<file path="src/rtl/multicycle_control_fsm.sv">
// Multi-cycle MIPS control sequencer: walks each instruction through fetch/decode/execute/
// memory/write-back states, stalls on the memory handshake and counts retired instructions.
module multicycle_control_fsm #(
    parameter int unsigned COUNT_WIDTH = 32
) (
    input  logic                   clk,
    input  logic                   rst,
    input  logic [5:0]             instr_op,
    input  logic                   mem_ready,
    output logic                   pc_write,
    output logic                   pc_write_cond,
    output logic                   i_or_d,
    output logic                   mem_read,
    output logic                   mem_write,
    output logic                   ir_write,
    output logic                   mem_to_reg,
    output logic                   reg_dst,
    output logic                   reg_write,
    output logic                   alu_src_a,
    output logic [1:0]             alu_src_b,
    output logic [1:0]             alu_op,
    output logic [1:0]             pc_source,
    output logic [3:0]             state,
    output logic                   instr_done,
    output logic                   illegal_op,
    output logic [COUNT_WIDTH-1:0] instr_count
);

    localparam logic [5:0] OP_RTYPE = 6'b000000;
    localparam logic [5:0] OP_LW    = 6'b100011;
    localparam logic [5:0] OP_SW    = 6'b101011;
    localparam logic [5:0] OP_BEQ   = 6'b000100;
    localparam logic [5:0] OP_J     = 6'b000010;
    localparam logic [5:0] OP_ADDI  = 6'b001000;

    typedef enum logic [3:0] {
        StFetch    = 4'd0,
        StDecode   = 4'd1,
        StMemAddr  = 4'd2,
        StMemRead  = 4'd3,
        StMemWb    = 4'd4,
        StMemWrite = 4'd5,
        StExecute  = 4'd6,
        StRWb      = 4'd7,
        StBranch   = 4'd8,
        StJump     = 4'd9,
        StAddiExec = 4'd10,
        StAddiWb   = 4'd11
    } state_e;

    state_e state_q, state_d;
    logic [COUNT_WIDTH-1:0] count_q;

    always_ff @(posedge clk or posedge rst) begin
        if (rst) begin
            state_q <= StFetch;
            count_q <= '0;
        end else begin
            state_q <= state_d;
            if (instr_done) count_q <= count_q + 1'b1;
        end
    end

    always_comb begin
        state_d       = StFetch;
        pc_write      = 1'b0;
        pc_write_cond = 1'b0;
        i_or_d        = 1'b0;
        mem_read      = 1'b0;
        mem_write     = 1'b0;
        ir_write      = 1'b0;
        mem_to_reg    = 1'b0;
        reg_dst       = 1'b0;
        reg_write     = 1'b0;
        alu_src_a     = 1'b0;
        alu_src_b     = 2'b00;
        alu_op        = 2'b00;
        pc_source     = 2'b00;
        instr_done    = 1'b0;
        illegal_op    = 1'b0;

        case (state_q)
            StFetch: begin
                mem_read  = 1'b1;
                alu_src_b = 2'b01;
                ir_write  = mem_ready;
                pc_write  = mem_ready;
                state_d   = mem_ready ? StDecode : StFetch;
            end
            StDecode: begin
                alu_src_b = 2'b11;
                case (instr_op)
                    OP_LW, OP_SW: state_d = StMemAddr;
                    OP_RTYPE:     state_d = StExecute;
                    OP_BEQ:       state_d = StBranch;
                    OP_J:         state_d = StJump;
                    OP_ADDI:      state_d = StAddiExec;
                    default: begin
                        state_d    = StFetch;
                        illegal_op = 1'b1;
                    end
                endcase
            end
            StMemAddr: begin
                alu_src_a = 1'b1;
                alu_src_b = 2'b10;
                state_d   = (instr_op == OP_SW) ? StMemWrite : StMemRead;
            end
            StMemRead: begin
                mem_read = 1'b1;
                i_or_d   = 1'b1;
                state_d  = mem_ready ? StMemWb : StMemRead;
            end
            StMemWb: begin
                mem_to_reg = 1'b1;
                reg_write  = 1'b1;
                instr_done = 1'b1;
            end
            StMemWrite: begin
                mem_write  = 1'b1;
                i_or_d     = 1'b1;
                instr_done = mem_ready;
                state_d    = mem_ready ? StFetch : StMemWrite;
            end
            StExecute: begin
                alu_src_a = 1'b1;
                alu_op    = 2'b10;
                state_d   = StRWb;
            end
            StRWb: begin
                reg_dst    = 1'b1;
                reg_write  = 1'b1;
                instr_done = 1'b1;
            end
            StBranch: begin
                alu_src_a     = 1'b1;
                alu_op        = 2'b01;
                pc_write_cond = 1'b1;
                pc_source     = 2'b01;
                instr_done    = 1'b1;
            end
            StJump: begin
                pc_write   = 1'b1;
                pc_source  = 2'b10;
                instr_done = 1'b1;
            end
            StAddiExec: begin
                alu_src_a = 1'b1;
                alu_src_b = 2'b10;
                state_d   = StAddiWb;
            end
            StAddiWb: begin
                reg_write  = 1'b1;
                instr_done = 1'b1;
            end
            default: state_d = StFetch;
        endcase

        // Reset leaves state at FETCH, so only the strobes need masking here.
        if (rst) begin
            pc_write      = 1'b0;
            pc_write_cond = 1'b0;
            mem_read      = 1'b0;
            mem_write     = 1'b0;
            ir_write      = 1'b0;
            reg_write     = 1'b0;
            instr_done    = 1'b0;
            illegal_op    = 1'b0;
        end
    end

    assign state       = state_q;
    assign instr_count = count_q;

endmodule

</file>
<file path="config.mk">
export PLATFORM = sky130hd
export DESIGN_NAME = multicycle_control_fsm
export DESIGN_NICKNAME = d
export VERILOG_FILES = /design/src/rtl/multicycle_control_fsm.sv
export SDC_FILE = /design/constraint.sdc
export NUM_CORES = 1
export LEC_CHECK = 0
export CAP_MARGIN = 20
export CORE_UTILIZATION = 42
export DETAILED_ROUTE_END_ITERATION = 6
export PLACE_DENSITY = 0.82
export SYNTH_ARGS = -nofsm -noshare
export SYNTH_HDL_FRONTEND = slang
export SYNTH_SLANG_ARGS = --single-unit
</file>
<file path="constraint.sdc">
create_clock -name clk -period 2.2 [get_ports clk]
set_clock_uncertainty 0.1 [all_clocks]
set_input_delay 0.33 -clock clk [delete_from_list [all_inputs] [get_ports clk]]
set_output_delay 0.33 -clock clk [all_outputs]
set_load 0.005 [all_outputs]
</file>
==> flow_summary.json <==
{
  "drc": 4,
  "synth_top_cells_by_area": "dfrtp_1 (45%), xnor2_1 (9.2%), xor2_1 (5.2%), nand4_1 (4.1%), nand3_1 (4.0%)",
  "synth-seq-cells": 36,
  "synthAdderAreaFrac": 0.006234,
  "gp_congestion": 0.8216,
  "grt_usage": 0.2241,
  "hold_viol": 0,
  "num_antenna_cells": 0,
  "synth_top_family_by_area": "simple AND/OR/NAND/NOR gates",
  "start_kind": "primary input",
  "critical_path.cell_chain": "clkdlybuf4s50_1 > buf_4 > nor3_1 > and3_1 > clkdlybuf4s50_1",
  "ys_async_sr_fraction": 1.000,
  "htree_levels": 2,
  "die_area_mm2": 0.005059,
  "drtAntennaViolNets": 0,
  "avgRoutedWirePerCell_um": 15.42,
  "crit_path_max_fanout": 6,
  "p_leak_uw": 0.001357,
  "p_per_area_mw_per_mm2": 735.0,
  "path_depth": 5,
  "status": "complete, but fails checks",
  "cp_slowest_cell": "clkdlybuf4s50_1",
  "cts_buffers": 5,
  "min_path_cells": 1,
  "syn_area_mm2": 0.002007,
  "drive_gt1_frac": 0.1759,
  "firstDrtPassIters": 7,
  "grt_start_max_net_pins": 37,
  "start_util": 0.4485,
  "yosysMostFrequentCell": "dfrtp_1",
  "cts.sinks": 36,
  "vdd_ir_drop_max_mv": 0.4723,
  "period_needed_ns": 2.163,
  "fmax_mhz": 462.3,
  "overflow": 0,
  "cts_tree": "built",
  "die_x_um": 71.13,
  "preCtsSetupSlack_ns": -0.3053,
  "finalMaxSlewViolations": 0,
  "routed_wl_um": 5535,
  "required_ns": 1.77,
  "grt_first_pass_wirelength_um": 8873,
  "setup_violations": 0,
  "synth_mux_area_frac": 0.005611,
  "reg2regPathDepth": 6,
  "dpl.hpwl_um": 4024,
  "p_comb_frac": 0.401,
  "syn_nets": 228,
  "drv_cap": 0,
  "fin_util": 0.6826,
  "ys_seq_area_frac": 0.4489,
  "setup_tns_ns": 0,
  "min_path_type": "flip-flop to flip-flop",
  "synthSimpleGateAreaFrac": 0.2968,
  "ys.flop_type": "dfrtp_1",
  "path_buf_inv": 3,
  "worst_slack_ns": 0.03705,
  "yosys.area.top_type_share": 0.4489,
  "violations": "DRC",
  "grt_util_met1": 0.2955,
  "synth_compound_area_frac": 0.06858,
  "cpLargestDelayFamily": "buffers and inverters",
  "clk_pin_slew_ns": 0.07,
  "met3_usage": 0.04558,
  "critPathKind": "primary input to output port",
  "instances_no_fill": 359,
  "tightest_slew_ns": 0.6146,
  "swShare": 0.3210,
  "ys_types": 39,
  "cpPeakStageDelay_ns": 0.49,
  "internal-power_uw": 1524,
  "syn_area_per_cell_um2": 9.206,
  "synth-edff-count": 0,
  "synthCells": 218,
  "vias": 1998,
  "ctsLongestPathBuffers": 2,
  "yosys-top-cells-count": "dfrtp_1 (36), nor2_1 (21), xnor2_1 (21), nand3_1 (16), nor3_1 (14)",
  "grtUsageMet2": 0.3835,
  "die_h_um": 71.13,
  "clock_latency_ns": 0.29,
  "io_pins": 63,
  "yosysWarnings": 0,
  "grt_pass1_vias": 1844,
  "clockPowerShare": 0.259,
  "root_buffer": "clkbuf_8",
  "max-slew-margin-rel": 0.5865,
  "drtIter0Drc": 98,
  "p_switching_uw": 720.7,
  "io_buffers": 62,
  "cp_common_cell": "clkdlybuf4s50_1",
  "worst_ep_arrival_time_ns": 1.73,
  "top_usage_layer": "met2",
  "end_kind": "output port",
  "routed_via_density": 5.565,
  "antenna_found_initial": 0,
  "syn2layout_area_growth_pct": 52.18,
  "num_rows": 24,
  "dp_cells": 349,
  "synth_xor_area_frac": 0.1440,
  "synth_top_area_cell": "dfrtp_1",
  "grt_setup_unrepaired": "yes",
  "fin_crit_sh": 0.9832,
  "sequentialPowerShare": 0.340,
  "coreArea_mm2": 0.004474,
  "fin_nets": 316,
  "r2r_slack_ns": 0.06
}
placed cells by master, fill, tap and decap left out, drive strengths merged, types with 2 or more instances in the layout:
cell type	n
and3	7
o22ai	2
or4	2
o21ai	6
clkbuf	6
a21oi	5
nand2b	6
dlygate4sd2	12
inv	4
xnor2	21
or2	3
nor4	6
clkinvlp	2
nor2	21
nand4	13
or3	2
nor3	15
nor2b	2
clkdlybuf4s50	47
xor2	12
buf	28
nand2	11
dlymetal6s2s	2
a22oi	2
nand3	16
and4	2
dfrtp	36
o21a	2
kinds of logic after synthesis:
| group | count (synthesis) |
|---|---|
| fa+ha+maj | 1 |
| flops | 36 |
| mux | 1 |
| compound gates | 22 |
| xor+xnor | 33 |
| buf+inv | 14 |
| simple gates | 111 |
final timing paths:
path | startpoint | to
setup / recovery | rst | mem_read
hold / removal | instr_count[31]$_DFFE_PP0P_ | instr_count[31]$_DFFE_PP0P_
setup reg to reg | state[1]$_DFF_PP0_ | instr_count[23]$_DFFE_PP0P_
hold reg to reg | instr_count[31]$_DFFE_PP0P_ | instr_count[31]$_DFFE_PP0P_
max in group asynchronous | rst | state[3]$_DFF_PP0_
min in group asynchronous | rst | instr_count[20]$_DFFE_PP0P_
per-stage QoR:
stage | hold slack, ns | power, uW | cell area [um^2]
CTS | 0.3790 | 2200 | 3020
finish | 0.3809 | 2245 | 3054
global route | 0.4004 | 2348 | 3054
floorplan | 0.1920 | 1131 | 2011
detailed placement | 0.3700 | 1583 | 2850
global placement | 0.3607 | 1560 | 2850
state kept, by name, summed over array words and instances (netlist names):
name         cells
instr_count     32
state            4
metal layers:
layer	wire length (um)	share of wire
met5	0	0
met4	40	0.0072
met3	181	0.033
met2	2885	0.52
met1	2427	0.44
timing repair:
action / 4_1_cts / 5_1_grt
setup buffers: 1 / 1
pin swaps: 2 / 1
hold buffers: 0 / 0
endpoints found under the setup margin: 13 / 11
resized for setup: 28 / 10
gates cloned: 0 / 0
layout make-up:
| type | count | area, um^2 |
|---|---|---|
| Fill cell | 355 | 1420 |
| Inverter | 5 | 22.52 |
| Sequential cell | 36 | 902.1 |
| Clock buffer | 5 | 68.82 |
| Clock inverter | 3 | 42.54 |
| Multi-Input combinational cell | 168 | 1122 |
| Timing Repair Buffer | 90 | 830.8 |
| Tap cell | 52 | 65.06 |
power groups by stage:
stage          sequential, uW  clock [uW]  combinational [uW]
6_report                  764         582                 899
5_1_grt                   768         610                 970
3_5_place_dp              771           0                 812
4_1_cts                   758         575                 866
2_1_floorplan             767           0                 364
3_3_place_gp              766           0                 794
Power figures use the tool's default switching activity.
